## src/rtl/serial_slice_adder_if.sv

```systemverilog
// serial_slice_adder_if: operand/handshake/result bundle for the slice-serial adder
interface serial_slice_adder_if #(parameter int WIDTH = 16);
  logic start, sub, carry_in, busy, done, carry_out, overflow, zero;
  logic [WIDTH-1:0] a_in, b_in, sum_out;
  modport master(output start, sub, a_in, b_in, carry_in,
                 input busy, done, sum_out, carry_out, overflow, zero);
  modport slave(input start, sub, a_in, b_in, carry_in,
                output busy, done, sum_out, carry_out, overflow, zero);
endinterface

```

## src/rtl/serial_slice_adder.sv

```systemverilog
// serial_slice_adder: WIDTH-bit add/sub computed SLICE bits per clock, LSB first
module serial_slice_adder #(
  parameter int WIDTH = 16,
  parameter int SLICE = 4
) (
  input logic clk,
  input logic reset,
  serial_slice_adder_if.slave bus
);
  localparam int N = WIDTH / SLICE;
  localparam int KW = N > 1 ? $clog2(N) : 1;
  typedef enum logic {IDLE, RUN} state_t;
  state_t state, state_nx;
  logic [WIDTH-1:0] a_r, b_r, sum_nx;
  logic [SLICE-1:0] a_s, b_s, s;
  logic [KW-1:0] k;
  logic carry_r, c_o, c_msb, last;
  assign bus.busy = state == RUN;
  always_comb begin
    a_s = a_r[k*SLICE +: SLICE];
    b_s = b_r[k*SLICE +: SLICE];
    {c_o, s} = {1'b0, a_s} + {1'b0, b_s} + {{SLICE{1'b0}}, carry_r};
    // sum bit = a ^ b ^ cin, so the carry into the top bit falls out of it
    c_msb = a_s[SLICE-1] ^ b_s[SLICE-1] ^ s[SLICE-1];
    sum_nx = bus.sum_out;
    sum_nx[k*SLICE +: SLICE] = s;
    last = k == KW'(N - 1);
    state_nx = state == IDLE ? (bus.start ? RUN : IDLE) : (last ? IDLE : RUN);
  end
  always_ff @(posedge clk) begin
    if (reset) begin
      state <= IDLE;
      a_r <= '0;
      b_r <= '0;
      k <= '0;
      carry_r <= 1'b0;
      bus.done <= 1'b0;
      bus.sum_out <= '0;
      bus.carry_out <= 1'b0;
      bus.overflow <= 1'b0;
      bus.zero <= 1'b0;
    end else begin
      state <= state_nx;
      bus.done <= 1'b0;
      if (state == IDLE && bus.start) begin
        a_r <= bus.a_in;
        b_r <= bus.sub ? ~bus.b_in : bus.b_in;
        carry_r <= bus.sub | bus.carry_in;
        k <= '0;
        bus.sum_out <= '0;
        bus.carry_out <= 1'b0;
        bus.overflow <= 1'b0;
        bus.zero <= 1'b0;
      end else if (state == RUN) begin
        bus.sum_out <= sum_nx;
        carry_r <= c_o;
        k <= last ? '0 : k + KW'(1);
        if (last) begin
          bus.carry_out <= c_o;
          bus.overflow <= c_msb ^ c_o;
          bus.zero <= sum_nx == '0;
          bus.done <= 1'b1;
        end
      end
    end
  end
endmodule
```

## src/flat_wrapper.sv

```systemverilog
// flat-port wrapper written by rule: the top's interface ports become plain ports
module serial_slice_adder_flat 
#(
  parameter int WIDTH = 16,
  parameter int SLICE = 4
)
  (clk, reset, bus_start, bus_sub, bus_a_in, bus_b_in, bus_carry_in, bus_busy, bus_done, bus_sum_out, bus_carry_out, bus_overflow, bus_zero);
  serial_slice_adder_if #(.WIDTH(WIDTH)) bus_i ();
  input logic clk;
  input logic reset;
  input wire logic [$bits(bus_i.start)-1:0] bus_start;
  input wire logic [$bits(bus_i.sub)-1:0] bus_sub;
  input wire logic [$bits(bus_i.a_in)-1:0] bus_a_in;
  input wire logic [$bits(bus_i.b_in)-1:0] bus_b_in;
  input wire logic [$bits(bus_i.carry_in)-1:0] bus_carry_in;
  output wire logic [$bits(bus_i.busy)-1:0] bus_busy;
  output wire logic [$bits(bus_i.done)-1:0] bus_done;
  output wire logic [$bits(bus_i.sum_out)-1:0] bus_sum_out;
  output wire logic [$bits(bus_i.carry_out)-1:0] bus_carry_out;
  output wire logic [$bits(bus_i.overflow)-1:0] bus_overflow;
  output wire logic [$bits(bus_i.zero)-1:0] bus_zero;
  assign bus_i.start = bus_start;
  assign bus_i.sub = bus_sub;
  assign bus_i.a_in = bus_a_in;
  assign bus_i.b_in = bus_b_in;
  assign bus_i.carry_in = bus_carry_in;
  assign bus_busy = bus_i.busy;
  assign bus_done = bus_i.done;
  assign bus_sum_out = bus_i.sum_out;
  assign bus_carry_out = bus_i.carry_out;
  assign bus_overflow = bus_i.overflow;
  assign bus_zero = bus_i.zero;
  serial_slice_adder #(.WIDTH(WIDTH), .SLICE(SLICE)) u_core (.clk(clk), .reset(reset), .bus(bus_i));
endmodule
```

## config.mk

```make
export PLATFORM = sky130hd
export DESIGN_NAME = serial_slice_adder_flat
export DESIGN_NICKNAME = d
export VERILOG_FILES = /design/src/rtl/serial_slice_adder_if.sv /design/src/rtl/serial_slice_adder.sv /design/src/flat_wrapper.sv
export SDC_FILE = /design/constraint.sdc
export NUM_CORES = 1
export LEC_CHECK = 0
export CAP_MARGIN = 20
export CORE_MARGIN = 1.5
export CORE_UTILIZATION = 50
export CTS_BUF_LIST = sky130_fd_sc_hd__clkbuf_4 sky130_fd_sc_hd__clkbuf_8
export DETAILED_ROUTE_END_ITERATION = 6
export PLACE_DENSITY = 0.9
export RECOVER_POWER = 100
export SLEW_MARGIN = 10
export SYNTH_ARGS = -nofsm -noshare
export SYNTH_HDL_FRONTEND = slang
export SYNTH_SLANG_ARGS = --single-unit
```

## constraint.sdc

```tcl
create_clock -name clk -period 3 [get_ports clk]
set_input_delay 0.45 -clock clk [delete_from_list [all_inputs] [get_ports clk]]
set_output_delay 0.45 -clock clk [all_outputs]
set_load 0.01 [all_outputs]
```

==> implementation parameters <==
Parameter                              Value

Run status
  Run status    completed

Route
  Final routed wire length divided by cell count    14.39 µm
  Total wire length after detailed routing    6059 µm
  Number of iterations in the first detailed-routing pass    4
  Count of nets left with antenna violations after detail routing    0
  DR DRC count    0
  Initial DRC Count    163
  DR vias    2,364
  Via-per-instance ratio    5.615

Finish
  Summed area of non-filler cells in the final layout    3416 µm²
  Synth-to-layout area growth    26.27%
  Commonest cells after routing, fill and taps aside    dfxtp_1, nand2_1, nor2_1, clkdlybuf4s50_1, a21oi_1
  Final antenna diode count    0
  Most frequent standard cell in the layout excluding fill and tap cells    dfxtp_1
  Final-stage net count    398
  Layout cells sized above 1    8.547%
  End-of-flow core utilization    66.04%

Timing
  Number of setup violations in the final report    0
  Hold Violations, Final    0
  Minimum clock period    2.773 ns
  Fin Hold WS    0.4651 ns
  Rel. slew slack    44.04%
  FMAX    360.6 MHz
  Total Neg Setup Slack    0 ns
  Setup skew after layout    0.01096 ns
  Final worst-path cycle share    92.44%
  Max-slew violation total from the final report    0
  Transition at the pin with the smallest max-transition slack    0.8394 ns
  Unrepaired setup endpoints after global routing    no

Synth
  Cell area after technology mapping    2705 µm²
  Syn_area_per_cell    9.077 µm²
  Synth top area share    41.44%
  Synth top area cells    dfxtp_1, mux4_2, nand2_1
  Post-synthesis cell type count    39
  Proportion of register bits with asynchronous set or reset after synthesis    0%
  Gate Count Post-Synth    298
  Synthesis-stage register bit count    56
  Top flip-flop cell by instance count after synthesis    dfxtp_1
  Synthesized netlist net count    346
  Synth Warn #    0
  Cell type with the highest aggregate area in the netlist    dfxtp_1
  Post-synthesis sequential area ratio    41.44%
  Post-synth EDFFs    0

Global routing
  First-pass GRT wire length    10,450 µm
  Met2 track demand over resource    38.21%
  Largest net degree at the start of global routing    49
  Met1 global-route usage    27.20%
  All-Layer GR Usage    21.85%
  Vias in the first global route    2,295
  Total congestion overflow    0
  Most crowded layer after global routing    met2
  Antenna violations before repair    0
  Met3 Track Usage GR    4.671%

Placed design
  Estimated wirelength of the detail-placed design    4640 µm
  Standard cell area after detailed placement    3331 µm²
  PortBufs    57
  Final weighted congestion in routability-driven placement    0.9232

Clock tree
  Bufs on Longest Clock Path    2
  Total clock sinks    56
  CTS tree    built
  Level count of the clock H-tree    2
  Clock root buffer master    clkbuf_8
  Cts-stage hold buffer count    0
  Postcts setup bufs    0
  Post-cts gate resize count    0
  Skew-Pair Late Insertion Delay    0.31 ns
  Clock-pin slew of the registers on the worst-case setup and hold paths    0.10 ns
  Cts bufs inserted    5

Worst setup path
  Capturing point of the worst reg2reg path    u_core.bus.overflow
  Slowest cell on the critical path    mux4_2
  R2R cell count    8
  Timing startpoint of the critical path    u_core.k[0]
  Delay of the slowest cell on the worst path    0.57 ns
  Worst path cell trace    mux4_2, fa_1, inv_1, fa_1, nor2b_1, o21a_1, or3_1, a311oi_1
  Classification of the worst setup path    flip-flop to flip-flop
  Capturing instance or port of the critical path    u_core.bus.overflow
  Dominant cell type by count on the critical path    fa_1
  Reg-to-Reg Start    u_core.k[0]
  Endpoint arrival time on the critical path    2.99 ns
  Crit path required time    3.22 ns
  Maximum net fanout on the critical path    10
  Critical path capture point type    flip-flop
  Type of element launching the critical path    flip-flop
  Setup slack of the worst register-to-register path    0.23 ns

Power
  Leakage    1.263 nW
  VDD IR-drop max    0.0003214 V
  Pwr per Cell Area    450.5 nW/µm²

Run
  Number of maximum-capacitance constraint violations    0

Floorplan
  Die area    5861 µm²
  Die span in y    76.56 µm
  Starting Density    52.30%
  Core region area    5172 µm²
  Cell Rows    26
  Number of top-level design ports    58
  Die extent in x    76.56 µm

Hold path
  Hold Crit Class    flip-flop to flip-flop
  Startpoint of the worst hold path    u_core.a_r[14]
[worst max-delay path: cells and delay by family (launching register included)]
kind / cells / cell delay (ns)
adder cells (fa/ha/maj): 2 / 0.64
multiplexers: 1 / 0.57
flip-flops: 1 / 0.56
AO/OA/AOI/OAI: 2 / 0.47
AND/OR/NAND/NOR: 2 / 0.37
buffers and inverters: 1 / 0.08
[cell families after synthesis]
kind of cell,count (synthesis),share of synthesized area (%)
AO/OA/AOI/OAI,69,16.93
adder cells (fa/ha/maj),11,5.643
buffers and inverters,26,4.348
XOR/XNOR,17,5.504
flip-flops,56,41.44
multiplexers,11,7.817
AND/OR/NAND/NOR,108,18.32
[layer usage]
layer	wire (µm)	up-vias	share of wire, %
li1	-	1158	-
met1	2579	1091	43
met2	3027	103	50
met3	341	12	5.6
met4	110	0	1.8
met5	0	-	0
[through the flow]
stage	power [mW]	setup WS [ns]	std cells
finish	1.539	0.2269	421
floorplan	1.015	0.2440	298
CTS	1.545	0.2304	421
global placement	1.110	0.3836	413
global route	1.609	0.08213	421
detailed placement	1.122	0.3071	413
[Yosys cell counts (2+ instances only)]
cell / count
nor4_1: 5
mux2i_1: 2
mux4_2: 8
inv_1: 6
dfxtp_1: 56
and2_1: 2
a211oi_1: 16
fa_1: 2
nand2b_1: 3
ha_1: 9
buf_2: 10
clkbuf_1: 8
buf_4: 2
a22oi_1: 8
nor2b_1: 3
a21oi_1: 26
nand3b_1: 3
xnor2_1: 17
a32oi_1: 4
nor3_1: 4
o21ai_0: 4
o211ai_1: 4
nor2_1: 37
nand2_1: 44
[cell type report]
class                           count  area [µm²]
Multi-Input combinational cell    216        1463
Clock buffer                        7       90.09
Clock inverter                      1       7.507
Sequential cell                    56        1121
Tap cell                           70       87.58
Timing Repair Buffer               65       624.3
Inverter                            6       22.52
Fill cell                         402        1757
[power breakdown]
group / internal [mW] / switching (mW)
clock network: 0.197 / 0.235
logic: 0.148 / 0.149
registers: 0.781 / 0.0280
[flip-flops by register name, summed over array words and instances, names as in the netlist]
| signal | flops |
|---|---|
| u_core.a_r | 16 |
| u_core.b_r | 16 |
| u_core.bus.busy | 1 |
| u_core.bus.carry_out | 1 |
| u_core.bus.done | 1 |
| u_core.bus.overflow | 1 |
| u_core.bus.sum_out | 16 |
| u_core.bus.zero | 1 |
| u_core.carry_r | 1 |
| u_core.k | 2 |
[worst min-delay path by stage]
stage                           endpoint  slack [ns]  depth (start not counted)
after detailed placement  u_core.a_r[14]        0.45                          2
final                     u_core.a_r[14]        0.47                          2
after global placement     u_core.a_r[1]        0.45                          2
after floorplan           u_core.a_r[10]        0.43                          2
after global routing       u_core.a_r[3]        0.49                          2
after CTS                 u_core.a_r[14]        0.46                          2
Note: power is estimated with default switching activity, not from simulation.
